--- src/rtl/serial_adder_pkg.sv ---
// Shared state encoding and elaboration helpers for the serial adder/subtractor.
package serial_adder_pkg;

    typedef enum logic [1:0] {
        IDLE = 2'd0,
        RUN  = 2'd1,
        DONE = 2'd2
    } state_e;

    // Plain-vector aliases keep the state register usable by legacy tools.
    localparam logic [1:0] ST_IDLE = IDLE;
    localparam logic [1:0] ST_RUN  = RUN;
    localparam logic [1:0] ST_DONE = DONE;

    function automatic int cnt_width(input int width, input int digit);
        int n;
        n = width / digit;
        return (n < 2) ? 1 : $clog2(n);
    endfunction

    function automatic bit cfg_ok(input int width, input int digit);
        return (width >= 2) && (digit >= 1) && (width % digit == 0);
    endfunction

endpackage

--- src/rtl/serial_adder_unit_if.sv ---
// Operand/result handshake bundle between a controller and serial_adder_unit.
interface serial_adder_unit_if #(
    parameter int WIDTH = 8
);

    logic             start;
    logic [WIDTH-1:0] a;
    logic [WIDTH-1:0] b;
    logic             sub;
    logic             acc;
    logic             busy;
    logic             done;
    logic [WIDTH-1:0] sum;
    logic             cout;
    logic             ovf;

    modport master (
        output start, a, b, sub, acc,
        input  busy, done, sum, cout, ovf
    );

    modport slave (
        input  start, a, b, sub, acc,
        output busy, done, sum, cout, ovf
    );

endinterface

--- src/rtl/serial_adder_unit_digit_adder.sv ---
// Combinational DIGIT-bit ripple adder slice; also exposes the carry into its top bit.
module digit_adder #(
    parameter int DIGIT = 1
) (
    input  logic [DIGIT-1:0] x,
    input  logic [DIGIT-1:0] y,
    input  logic             cin,
    output logic [DIGIT-1:0] s,
    output logic             cout,
    output logic             c_msb
);

    always_comb begin
        logic c;
        c     = cin;
        c_msb = cin;
        s     = '0;
        for (int i = 0; i < DIGIT; i++) begin
            if (i == DIGIT - 1) c_msb = c;
            s[i] = x[i] ^ y[i] ^ c;
            c    = (x[i] & y[i]) | (c & (x[i] ^ y[i]));
        end
        cout = c;
    end

endmodule

--- src/rtl/serial_adder_unit.sv ---
// Multi-cycle add/subtract unit: WIDTH-bit operands consumed DIGIT bits per enabled
// clock, LSB first, through a registered carry, with start/busy/done handshake.
module serial_adder_unit
    import serial_adder_pkg::*;
#(
    parameter int WIDTH = 8,
    parameter int DIGIT = 1
) (
    input  logic                clk,
    input  logic                rst_n,
    input  logic                ena,
    serial_adder_unit_if.slave  bus
);

    localparam int             N    = WIDTH / DIGIT;
    localparam int             CW   = cnt_width(WIDTH, DIGIT);
    localparam logic [CW-1:0]  LAST = CW'(N - 1);

    if (!cfg_ok(WIDTH, DIGIT)) begin : g_cfg_err
        $error("serial_adder_unit: WIDTH must be >= 2 and an exact multiple of DIGIT");
    end

    logic [1:0]       state;
    logic [CW-1:0]    cnt;
    logic [WIDTH-1:0] op_a;
    logic [WIDTH-1:0] op_b;
    logic [WIDTH-1:0] res;
    logic             carry;
    logic             ovf_pend;

    logic [DIGIT-1:0] d_s;
    logic             d_cout;
    logic             d_cmsb;
    logic [WIDTH-1:0] digit_wide;
    logic [WIDTH-1:0] res_next;

    digit_adder #(
        .DIGIT (DIGIT)
    ) u_digit (
        .x     (op_a[DIGIT-1:0]),
        .y     (op_b[DIGIT-1:0]),
        .cin   (carry),
        .s     (d_s),
        .cout  (d_cout),
        .c_msb (d_cmsb)
    );

    // New digit enters from the MSB side so that after N steps the LSB digit sits at bit 0.
    always_comb begin
        digit_wide            = '0;
        digit_wide[DIGIT-1:0] = d_s;
        res_next              = (res >> DIGIT) | (digit_wide << (WIDTH - DIGIT));
    end

    always_ff @(posedge clk or negedge rst_n) begin
        if (!rst_n) begin
            state    <= ST_IDLE;
            cnt      <= '0;
            op_a     <= '0;
            op_b     <= '0;
            res      <= '0;
            carry    <= 1'b0;
            ovf_pend <= 1'b0;
            bus.busy <= 1'b0;
            bus.done <= 1'b0;
            bus.sum  <= '0;
            bus.cout <= 1'b0;
            bus.ovf  <= 1'b0;
        end else if (ena) begin
            case (state)
                ST_IDLE: begin
                    if (bus.start) begin
                        op_a     <= bus.acc ? bus.sum : bus.a;
                        op_b     <= bus.sub ? ~bus.b : bus.b;
                        carry    <= bus.sub;
                        cnt      <= '0;
                        bus.busy <= 1'b1;
                        state    <= ST_RUN;
                    end
                end
                ST_RUN: begin
                    res   <= res_next;
                    op_a  <= op_a >> DIGIT;
                    op_b  <= op_b >> DIGIT;
                    carry <= d_cout;
                    cnt   <= cnt + 1'b1;
                    if (cnt == LAST) begin
                        // Overflow is decided by the top bit only, so capture it on the last digit.
                        ovf_pend <= d_cout ^ d_cmsb;
                        bus.busy <= 1'b0;
                        bus.done <= 1'b1;
                        state    <= ST_DONE;
                    end
                end
                ST_DONE: begin
                    bus.sum  <= res;
                    bus.cout <= carry;
                    bus.ovf  <= ovf_pend;
                    bus.done <= 1'b0;
                    state    <= ST_IDLE;
                end
                default: begin
                    bus.busy <= 1'b0;
                    bus.done <= 1'b0;
                    state    <= ST_IDLE;
                end
            endcase
        end
    end

endmodule

--- src/flat_wrapper.sv ---
// flat-port wrapper written by rule: the top's interface ports become plain ports
module serial_adder_unit_flat import serial_adder_pkg::*;
#(
    parameter int WIDTH = 8,
    parameter int DIGIT = 1
)
  (clk, rst_n, ena, bus_start, bus_a, bus_b, bus_sub, bus_acc, bus_busy, bus_done, bus_sum, bus_cout, bus_ovf);
  serial_adder_unit_if #(.WIDTH(WIDTH)) bus_i ();
  input  logic clk;
  input  logic rst_n;
  input  logic ena;
  input wire logic [$bits(bus_i.start)-1:0] bus_start;
  input wire logic [$bits(bus_i.a)-1:0] bus_a;
  input wire logic [$bits(bus_i.b)-1:0] bus_b;
  input wire logic [$bits(bus_i.sub)-1:0] bus_sub;
  input wire logic [$bits(bus_i.acc)-1:0] bus_acc;
  output wire logic [$bits(bus_i.busy)-1:0] bus_busy;
  output wire logic [$bits(bus_i.done)-1:0] bus_done;
  output wire logic [$bits(bus_i.sum)-1:0] bus_sum;
  output wire logic [$bits(bus_i.cout)-1:0] bus_cout;
  output wire logic [$bits(bus_i.ovf)-1:0] bus_ovf;
  assign bus_i.start = bus_start;
  assign bus_i.a = bus_a;
  assign bus_i.b = bus_b;
  assign bus_i.sub = bus_sub;
  assign bus_i.acc = bus_acc;
  assign bus_busy = bus_i.busy;
  assign bus_done = bus_i.done;
  assign bus_sum = bus_i.sum;
  assign bus_cout = bus_i.cout;
  assign bus_ovf = bus_i.ovf;
  serial_adder_unit #(.WIDTH(WIDTH), .DIGIT(DIGIT)) u_core (.clk(clk), .rst_n(rst_n), .ena(ena), .bus(bus_i));
endmodule
--- config.mk ---
export PLATFORM = sky130hd
export DESIGN_NAME = serial_adder_unit_flat
export DESIGN_NICKNAME = d
export VERILOG_FILES = /design/src/rtl/serial_adder_pkg.sv /design/src/rtl/serial_adder_unit_if.sv /design/src/rtl/serial_adder_unit_digit_adder.sv /design/src/rtl/serial_adder_unit.sv /design/src/flat_wrapper.sv
export SDC_FILE = /design/constraint.sdc
export NUM_CORES = 1
export LEC_CHECK = 0
export BUFFER_PORTS_ARGS = -buffer_cell sky130_fd_sc_hd__buf_2
export CAP_MARGIN = 5
export CELL_PAD_IN_SITES_DETAIL_PLACEMENT = 1
export CELL_PAD_IN_SITES_GLOBAL_PLACEMENT = 1
export CORE_ASPECT_RATIO = 1.2
export CORE_MARGIN = 2
export CORE_UTILIZATION = 40
export CTS_CLUSTER_DIAMETER = 60
export DETAILED_ROUTE_END_ITERATION = 10
export MAX_ROUTING_LAYER = met4
export PLACE_DENSITY_LB_ADDON = 0.3
export SETUP_SLACK_MARGIN = 0.3
export SLEW_MARGIN = 20
export SYNTH_ARGS = -nofsm -noshare
export SYNTH_HDL_FRONTEND = slang
export SYNTH_SLANG_ARGS = --single-unit
--- constraint.sdc ---
create_clock -name clk -period 1.45 [get_ports clk]
set_input_delay 0.29 -clock clk [delete_from_list [all_inputs] [get_ports clk]]
set_output_delay 0.29 -clock clk [all_outputs]
set_load 0.01 [all_outputs]
==> results.sh <==
export IMPL_worst_pin_slew_ns=0.486
export IMPL_drive_above_1_share=0.586
export IMPL_ys_warnings_count=0
export IMPL_maxCapViolCount=0
export IMPL_clock_path_buffers=2
export IMPL_clkLatencyLatePin_ns=0.30
export IMPL_antenna_found_initial=0
export IMPL_r2r_end="u_core.cnt[2]$_DFFE_PN0P_"
export IMPL_clock_fmax_mhz=774
export IMPL_grtUsageTotal=0.207
export IMPL_hpwlAfterDp_mm=3.49
export IMPL_rsz0062_at_grt="true"
export IMPL_grt_max_degree=44
export IMPL_final_cells=280
export IMPL_irDropWorstVdd_v=0.000737
export IMPL_cp_data_arrival_time_ns=1.49
export IMPL_worst_setup_path_type="reg -> reg"
export IMPL_drtPass1Iterations=6
export IMPL_io_pins=34
export IMPL_internal_power_w=0.00338
export IMPL_slowest_delay_ns=0.48
export IMPL_power_frac_clock=0.159
export IMPL_async_flop_share=1.00
export IMPL_leakagePower_nw=1.25
export IMPL_wl_met3_um=202
export IMPL_drtAntennaViolNets=0
export IMPL_setup_viol=0
export IMPL_overflow=0
export IMPL_slew_viol_final=0
export IMPL_rr_worst_depth=3
export IMPL_place_ws_ns=-0.0757
export IMPL_syn_nets=194
export IMPL_num_antenna_cells=0
export IMPL_synth_seq_cells=43
export IMPL_power_frac_seq=0.380
export IMPL_p_sw_frac=0.362
export IMPL_skew_ns=0.0144
export IMPL_p_comb_frac=0.460
export IMPL_holdPathStages=3
export IMPL_dr_total_vias=1550
export IMPL_synth_main_ff_cell="dfrtp_1"
export IMPL_status="finished, final reports clean"
export IMPL_whs_endpoint="u_core.op_b[7]$_DFFE_PN0P_"
export IMPL_top_layer="met4"
export IMPL_worst_ep_required_time_ns=1.65
export IMPL_cts_root_buf="clkbuf_8"
export IMPL_netlist_area_leader_share=0.527
export IMPL_crit_chain="nor2b_4, o21ai_2, a22o_1"
export IMPL_globalplace_congestion=0.802
export IMPL_crit_slowest_cell="dfrtp_2"
export IMPL_die_area_um2=5700
export IMPL_min_from="bus_b[7]"
export IMPL_met2_wirelength_mm=2.81
export IMPL_drt_iter0_drc=75
export IMPL_endpoint_kind="register"
export IMPL_io_buffers=33
export IMPL_dp_cells=258
export IMPL_clk_pin_slew_ns=0.09
export IMPL_die_h_um=82.3
export IMPL_synth_edf_count=0
export IMPL_fin_nets=244
export IMPL_drcViolationCount=0
export IMPL_wl_met1_mm=2.30
export IMPL_fp_row_count=28
export IMPL_syn_avg_cell_area_um2=12.1
export IMPL_ff2ff_setup_slack_ns=0.16
export IMPL_start_util=0.414
export IMPL_fin_ws_ns=0.158
export IMPL_h_tree_depth=2
export IMPL_grt_pass1_wl_mm=8.74
export IMPL_die_w_um=69.2
export IMPL_area_delta_synth_final_pct=34.7
export IMPL_finalCritPeriodShare=0.891
export IMPL_fin_crit_ns=1.29
export IMPL_via_per_inst=5.54
export IMPL_fp_coreArea_um2=4940
export IMPL_total_power_w=0.00529
export IMPL_cts_num_sinks=43
export IMPL_hold_violations=0
export IMPL_synth_top_area_cell="dfrtp_1"
export IMPL_critPathLaunchType="register"
export IMPL_routedWlPerCell_um=19.5
export IMPL_r2r_start="u_core.state[1]$_DFFE_PN0P_"
export IMPL_synth_area_top_cells="dfrtp_1 53%, mux2_2 14%, o21ai_0 7.8%, o22ai_1 4.9%, xor2_1 3.0%"
export IMPL_p_sw_w=0.00192
export IMPL_syn_area_um2=2040
export IMPL_slew_headroom=0.676
export IMPL_min_path_type="in -> reg"
export IMPL_finalWirelength_mm=5.47
export IMPL_yosysSeqAreaShare=0.527
export IMPL_cts_tree="done"
export IMPL_crit_fanout=9
export IMPL_p_per_area_nw_per_um2=1920
export IMPL_cts_buffers=5
export IMPL_synth_cell_types=32
export IMPL_final_util=0.557
export IMPL_synth_cells=169
export IMPL_grt_pass1_vias=1711
==> power groups by stage <==
stage	Clock [W]	Combinational (W)	Sequential [W]
after CTS	0.000863	0.00203	0.00197
final	0.000844	0.00244	0.00201
after floorplan	0	0.00135	0.00191
after global placement	0	0.00167	0.00195
after detailed placement	0	0.00179	0.00199
after global routing	0.000930	0.00262	0.00207
==> cell usage after synthesis (2+ instances only) <==
cell type  count
nand2_1        2
buf_6          5
buf_2          3
o21ai_0       32
a21oi_1        3
o21ai_1        3
mux2_2        25
dfrtp_1       43
xnor2_1        2
ha_1           2
a31oi_1        3
inv_1          2
a22o_1         2
xor2_1         7
mux2i_1        2
o22ai_1       16
buf_4          2
==> area by class of cell <==
type | count | area (um2)
fillers | 519 | 2190
inverters | 3 | 16.3
repair buffers | 53 | 378
flip-flops and latches | 43 | 1080
multi-input cells | 113 | 1100
well taps | 60 | 75.1
clock buffers | 8 | 100
==> cells in the final DEF, fill, tap and decap left out, types with 2 or more instances in the layout <==
cell type,instances
mux2_2,23
a22o_1,2
dfrtp_1,41
nor2_4,2
buf_6,4
o21ai_2,11
buf_2,33
clkbuf_8,7
mux2i_1,2
nand2_1,2
o21ai_1,23
nor2b_4,2
buf_12,3
nand3_4,2
o22ai_1,4
xor2_1,7
o22ai_4,2
mux2_4,2
a21oi_2,3
a31oi_1,2
dfrtp_2,2
o21ai_0,2
buf_4,11
o22ai_2,10
==> repair_timing <==
action                                  in CTS  in global routing
pin swaps                                    6                 16
buffers inserted                             5                  6
resized for setup                           19                 34
hold buffers                                 1                  0
endpoints found under the setup margin      44                 51
cloned                                       1                  1
hold endpoints to repair                    43                  0
==> cells by family (layout without fill, tap and decap cells) <==
logic type,Yosys count,in the layout,synth area share
adder cells (fa/ha/maj),3,3,0.0220
flip-flops,43,43,0.527
XOR/XNOR,9,9,0.0386
buffers and inverters,15,64,0.0533
multiplexers,27,27,0.148
AO/OA/AOI/OAI,61,62,0.168
AND/OR/NAND/NOR,11,12,0.0435
==> registers in the layout, summed over array words and instances (netlist names) <==
name	cells
u_core.ovf_pend	1
u_core.cnt	3
u_core.bus.sum	8
u_core.op_a	8
u_core.bus.ovf	1
u_core.state	2
u_core.res	8
u_core.op_b	8
u_core.carry	1
u_core.bus.done	1
u_core.bus.busy	1
u_core.bus.cout	1
==> critical path, delay by kind of cell (launching register included) <==
kind,cells,cell delay (ns)
AOI/OAI and AO/OA,2,0.48
and+or+nand+nor,1,0.24
DFF,1,0.48
==> stage by stage <==
step                area [um2]  TNS, ns  hold WS (ns)
detailed placement        2330   -0.529         0.285
global route              2750        0         0.300
finish                    2750        0         0.280
floorplan                 2120        0      -0.00559
global placement          2330        0         0.281
CTS                       2560        0         0.277
==> routing by layer <==
layer	up-vias	GRT usage
met5	-	-
met2	39	0.348
met3	13	0.0400
met1	784	0.244
met4	0	0.0961
li1	714	-
==> worst max path at each step <==
stage / from / end / slack [ns] / cells after the start
CTS: u_core.op_b[0]$_DFFE_PN0P_ / u_core.res[7]$_DFFE_PN0P_ / 0.17 / 2
finish: u_core.state[1]$_DFFE_PN0P_ / u_core.cnt[2]$_DFFE_PN0P_ / 0.16 / 3
detailed placement: u_core.state[0]$_DFFE_PN0P_ / u_core.op_b[0]$_DFFE_PN0P_ / -0.08 / 4
global placement: u_core.state[0]$_DFFE_PN0P_ / u_core.op_a[6]$_DFFE_PN0P_ / 0.03 / 4
global route: u_core.state[1]$_DFFE_PN0P_ / u_core.cnt[2]$_DFFE_PN0P_ / 0.13 / 3
floorplan: u_core.state[1]$_DFFE_PN0P_ / u_core.res[6]$_DFFE_PN0P_ / 0.11 / 5
No activity file was read; power rests on OpenSTA's default activity.
